--- config.mk ---
export PLATFORM = sky130hd
export DESIGN_NAME = multicycle_control
export DESIGN_NICKNAME = d
export VERILOG_FILES = /design/src/rtl/multicycle_control.sv
export SDC_FILE = /design/constraint.sdc
export NUM_CORES = 1
export LEC_CHECK = 0
export CAP_MARGIN = 20
export CORE_AREA = 3 3 75 77
export DETAILED_ROUTE_END_ITERATION = 12
export DIE_AREA = 0 0 78 80
export PLACE_DENSITY = 0.83
export SLEW_MARGIN = 20
export SYNTH_ARGS = -nofsm -noshare
export SYNTH_HDL_FRONTEND = slang
export SYNTH_SLANG_ARGS = --single-unit
export TNS_END_PERCENT = 1
--- constraint.sdc ---
create_clock -name clk -period 2.2 [get_ports clk]
set_input_delay 0.22 -clock clk [delete_from_list [all_inputs] [get_ports clk]]
set_output_delay 0.22 -clock clk [all_outputs]
set_load 0.03 [all_outputs]
--- src/rtl/multicycle_control.sv ---
// multicycle_control: MIPS multi-cycle control FSM; MULTICYCLE_ADDI_EN makes addi legal.
module multicycle_control #(
  parameter int          CNT_W    = 32,
  parameter logic [5:0]  OP_RTYPE = 6'b000000,
  parameter logic [5:0]  OP_LW    = 6'b100011,
  parameter logic [5:0]  OP_SW    = 6'b101011,
  parameter logic [5:0]  OP_BEQ   = 6'b000100,
  parameter logic [5:0]  OP_J     = 6'b000010
) (
  input  logic             clk,
  input  logic             rst_n,
  input  logic [5:0]       opcode,
  input  logic             mem_ready,
  output logic             pc_write,
  output logic             pc_write_cond,
  output logic             i_or_d,
  output logic             mem_read,
  output logic             mem_write,
  output logic             ir_write,
  output logic             mem_to_reg,
  output logic             reg_dst,
  output logic             reg_write,
  output logic             alu_src_a,
  output logic [1:0]       alu_src_b,
  output logic [1:0]       alu_op,
  output logic [1:0]       pc_source,
  output logic             illegal_op,
  output logic [3:0]       state_dbg,
  output logic [CNT_W-1:0] instr_retired
);
  localparam logic [5:0] OP_ADDI = 6'b001000;
  typedef enum logic [3:0] {
    FETCH, DECODE, MEM_ADDR, MEM_READ, MEM_WB, MEM_WRITE,
    EXECUTE, ALU_WB, BRANCH, JUMP, ADDI_EX, ADDI_WB
  } state_t;
  state_t state, next, eff;
  logic legal, addi, retire;
`ifdef MULTICYCLE_ADDI_EN
  assign addi = opcode == OP_ADDI;
`else
  assign addi = 1'b0;
`endif
  assign legal = opcode == OP_LW || opcode == OP_SW || opcode == OP_RTYPE ||
                 opcode == OP_BEQ || opcode == OP_J || addi;
  always_comb begin
    next = state;
    case (state)
      FETCH:     next = mem_ready ? DECODE : FETCH;
      DECODE:    next = (opcode == OP_LW || opcode == OP_SW) ? MEM_ADDR :
                        opcode == OP_RTYPE ? EXECUTE :
                        opcode == OP_BEQ ? BRANCH :
                        opcode == OP_J ? JUMP :
                        addi ? ADDI_EX : FETCH;
      MEM_ADDR:  next = opcode == OP_LW ? MEM_READ : MEM_WRITE;
      MEM_READ:  next = mem_ready ? MEM_WB : MEM_READ;
      MEM_WRITE: next = mem_ready ? FETCH : MEM_WRITE;
      EXECUTE:   next = ALU_WB;
      ADDI_EX:   next = ADDI_WB;
      default:   next = FETCH;
    endcase
  end
  // Illegal opcodes leave DECODE straight for FETCH without retiring.
  assign retire = next == FETCH && state != FETCH && state != DECODE;
  always_ff @(posedge clk) begin
    if (!rst_n) begin
      state         <= FETCH;
      instr_retired <= '0;
    end else begin
      state <= next;
      if (retire) instr_retired <= instr_retired + 1'b1;
    end
  end
  // While reset is low the outputs show FETCH values so an aborted access never writes.
  assign eff = rst_n ? state : FETCH;
  always_comb begin
    pc_write      = 1'b0;
    pc_write_cond = 1'b0;
    i_or_d        = 1'b0;
    mem_read      = 1'b0;
    mem_write     = 1'b0;
    ir_write      = 1'b0;
    mem_to_reg    = 1'b0;
    reg_dst       = 1'b0;
    reg_write     = 1'b0;
    alu_src_a     = 1'b0;
    alu_src_b     = 2'b00;
    alu_op        = 2'b00;
    pc_source     = 2'b00;
    case (eff)
      FETCH: begin
        mem_read  = 1'b1;
        alu_src_b = 2'b01;
        ir_write  = mem_ready & rst_n;
        pc_write  = mem_ready & rst_n;
      end
      DECODE:    alu_src_b = 2'b11;
      MEM_ADDR: begin
        alu_src_a = 1'b1;
        alu_src_b = 2'b10;
      end
      MEM_READ: begin
        mem_read = 1'b1;
        i_or_d   = 1'b1;
      end
      MEM_WB: begin
        reg_write  = 1'b1;
        mem_to_reg = 1'b1;
      end
      MEM_WRITE: begin
        mem_write = 1'b1;
        i_or_d    = 1'b1;
      end
      EXECUTE: begin
        alu_src_a = 1'b1;
        alu_op    = 2'b10;
      end
      ALU_WB: begin
        reg_write = 1'b1;
        reg_dst   = 1'b1;
      end
      BRANCH: begin
        alu_src_a     = 1'b1;
        alu_op        = 2'b01;
        pc_write_cond = 1'b1;
        pc_source     = 2'b01;
      end
      JUMP: begin
        pc_write  = 1'b1;
        pc_source = 2'b10;
      end
      ADDI_EX: begin
        alu_src_a = 1'b1;
        alu_src_b = 2'b10;
      end
      ADDI_WB:   reg_write = 1'b1;
      default: ;
    endcase
  end
  assign illegal_op = rst_n && state == DECODE && !legal;
  assign state_dbg  = state;
endmodule

==> flow_summary.yaml <==
status:
  status: "completed"
global_route:
  use_met2_pct: 35.7
  grtUsageMet3_pct: 4.85
  grt_util_all_layers_pct: 20.0
  grt_max_degree: 43
  use_met1_pct: 23.6
  grt_pass1_wl_um: 10200
  busiest_layer: "met2"
  overflow: 0
  antenna_found_initial: 0
  grt_pass1_vias: 2207
worst_setup_path:
  required_ns: 2.42
  r2r-end: "instr_retired[28]"
  crit_slowest_cell: "or4_4"
  path_buf_inv: 1
  path_max_fanout: 16
  startpoint_type: "flip-flop"
  max_stage_delay_ns: 0.68
  ff2ff_path_depth: 5
  path_depth: 5
  cp-end-kind: "flip-flop"
  r2r_start: "instr_retired[4]"
  crit_family: "simple AND/OR/NAND/NOR gates"
  path_class: "reg -> reg"
  arrival_ns: 2.26
  rrSetupSlack_ns: 0.16
  crit_chain: "nand4_2, or4_4, buf_4, nor4_4, mux2i_1"
finish:
  drive_gt1_share_pct: 15.0
  num-fill-cells: 454
  final_cell_mix: "45 x clkdlybuf4s50_1, 36 x dfxtp_1, 34 x nand2_1"
  antenna-diode-count: 0
  area_delta_synth_final_pct: 29.6
  multi_input_area_mm2: 0.00155
  seqCellArea_um2: 721
  final_common_cell: "clkdlybuf4s50_1"
  fin_nets: 362
synth:
  synth_area_mm2: 0.00244
  synth_top_family_by_area: "simple AND/OR/NAND/NOR gates"
  synth_cell_types: 48
  synth_xor_area_share_pct: 1.08
  synth_edf_count: 0
  synthCells: 297
  yosysSeqAreaShare_pct: 29.5
  syn_avg_cell_area_um2: 8.23
  ys_ff_latch: 36
  synthAdderAreaFrac_pct: 0.512
  synth_compound_area_share_pct: 13.4
  synth_nets: 307
  synth-simple-area-share_pct: 40.4
  synthMuxAreaShare_pct: 8.19
  async_reset_ff_share_pct: 0
  ys.flop_type: "dfxtp_1"
  ys_warn_count: 0
clock_network:
  cts_buffers: 5
  cts.sinks: 36
  cts_tree: "built"
  htree_levels: 2
  cts_max_path_buffers: 2
  cts_hold_buffers: 0
  clock_latency_ns: 0.29
  cts.reportedPaths.clkPinSlew_ns: 0.07
  cts_root_buf: "clkbuf_8"
power:
  p_leak_nw: 1.12
  p_total_mw: 1.31
  combPwrFrac_pct: 12.4
  switching_share_pct: 25.7
  ir_worst_vdd_uv: 424
  p_clk_share_pct: 37.3
  powerDensity_mw_per_mm2: 415
  p_seq_share_pct: 50.3
  internal-power_uw: 975
  p_sw_uw: 338
timing:
  finalSetupViolations: 0
  min_period_over_period_pct: 92.5
  holdWs_ns: 0.477
  finalCriticalPeriod_ns: 2.04
  max_freq_mhz: 491
  drv_slew: 0
  finClkSkew_ns: 0.00776
  setup_tns_ns: 0
  relSlewSlack_pct: 65.1
  tightest_slew_ns: 0.523
  finalHoldViolCount: 0
  rsz0062_at_grt: "false"
drt:
  postRouteAntennaNets: 0
  drtPass1Iterations: 4
  viasPerCell: 5.68
  drtIter0Drc: 154
  via_count: 2401
  wl_um: 6080
  wl_per_cell_um: 14.4
  drc_errors: 0
floorplanning:
  start_util_pct: 48.2
  core_mm2: 0.00507
  ios: 62
  dieArea_mm2: 0.00624
  core.rowCount: 26
  fp.dieH_um: 80
  die_w_um: 78
run:
  drv_cap: 0
placement:
  place_hpwl_um: 4360
  place_congestion: 0.866
  io_buffers: 61
hold_path:
  worstHoldStart: "instr_retired[31]"
  hold_path_end: "instr_retired[31]"
  hold_depth: 2
  hold_class: "reg -> reg"
routing by layer:
metal	up-vias	part of all wire, %
li1	1192	-
met1	1138	44
met5	-	0
met4	0	1.4
met2	63	49
met3	8	5.4
flip-flops by register name, summed over array words and instances, names as in the netlist:
signal and cells:
instr_retired 32, state_dbg 4
cells by family after synthesis:
kind of cell             after synthesis
adder cells (fa/ha/maj)                1
multiplexers                          20
buffers and inverters                 33
XOR/XNOR                               3
AO/OA/AOI/OAI                         47
flip-flops                            36
AND/OR/NAND/NOR                      157
worst min-delay path: cells and delay by family, from the launching register on:
family           cells  cell delay (ns)
DFF                  1             0.32
and+or+nand+nor      1             0.06
muxes                1             0.05
power by group through the flow:
stage                     Sequential (mW)  Clock [mW]  Combinational, mW
after detailed placement            0.675           0              0.163
after floorplan                     0.681           0             0.0975
after global placement              0.675           0              0.159
final                               0.660       0.490              0.163
after global routing                0.661       0.523              0.177
after CTS                           0.660       0.497              0.163
repair_timing:
item / CTS / global route
endpoints found under the hold margin: 0 / 0
resized for setup: 0 / 1
endpoints found under the setup margin: 0 / 1
buffers inserted: 0 / 0
cell usage after synthesis, types with 2 or more instances:
cell type | count | area (um2)
o2111ai_1 | 3 | 26.3
nand3_1 | 11 | 55.1
o21ai_0 | 7 | 35.0
o31ai_1 | 6 | 45.0
clkbuf_1 | 9 | 33.8
nand4_1 | 9 | 56.3
mux2i_1 | 20 | 200
nor4_1 | 10 | 62.6
a21oi_1 | 19 | 95.1
xnor2_1 | 2 | 17.5
buf_4 | 3 | 22.5
and4_1 | 4 | 35.0
or2_2 | 3 | 18.8
or3_1 | 7 | 43.8
and2_1 | 7 | 43.8
o31a_1 | 2 | 17.5
buf_2 | 9 | 45.0
nor4_2 | 2 | 25.0
nand2_1 | 34 | 128
buf_1 | 4 | 15.0
or4_1 | 6 | 45.0
nor4_4 | 6 | 128
and3_1 | 3 | 18.8
o211ai_1 | 2 | 15.0
nor3_1 | 10 | 50.1
nor2_1 | 11 | 41.3
dfxtp_1 | 36 | 721
inv_1 | 6 | 22.5
nand3b_1 | 3 | 22.5
nand2b_1 | 25 | 156
worst max-delay path by stage:
stage / startpoint / to / slack, ns
floorplan: state_dbg[0] / pc_write / 0.01
global placement: opcode[5] / instr_retired[18] / 0.07
detailed placement: opcode[5] / instr_retired[18] / 0.05
CTS: state_dbg[1] / mem_read / 0.05
global route: instr_retired[4] / instr_retired[27] / 0.07
finish: instr_retired[4] / instr_retired[28] / 0.16
stage by stage:
stage	util (%)	setup WS, ns	cells	area, um2
floorplan	-	0.0138	297	2440
global placement	60.6	0.0722	415	3070
detailed placement	60.6	0.0533	415	3070
CTS	62.4	0.0467	423	3160
global route	62.4	0.0690	423	3170
finish	62.4	0.164	423	3170
cell type report:
type | count | share of cell area [%]
well taps | 70 | 2.77
inverters | 6 | 0.711
repair buffers | 75 | 21.9
multi-input cells | 228 | 49.0
clock buffers | 8 | 2.84
flip-flops and latches | 36 | 22.8
No activity file was read; power rests on OpenSTA's default activity.
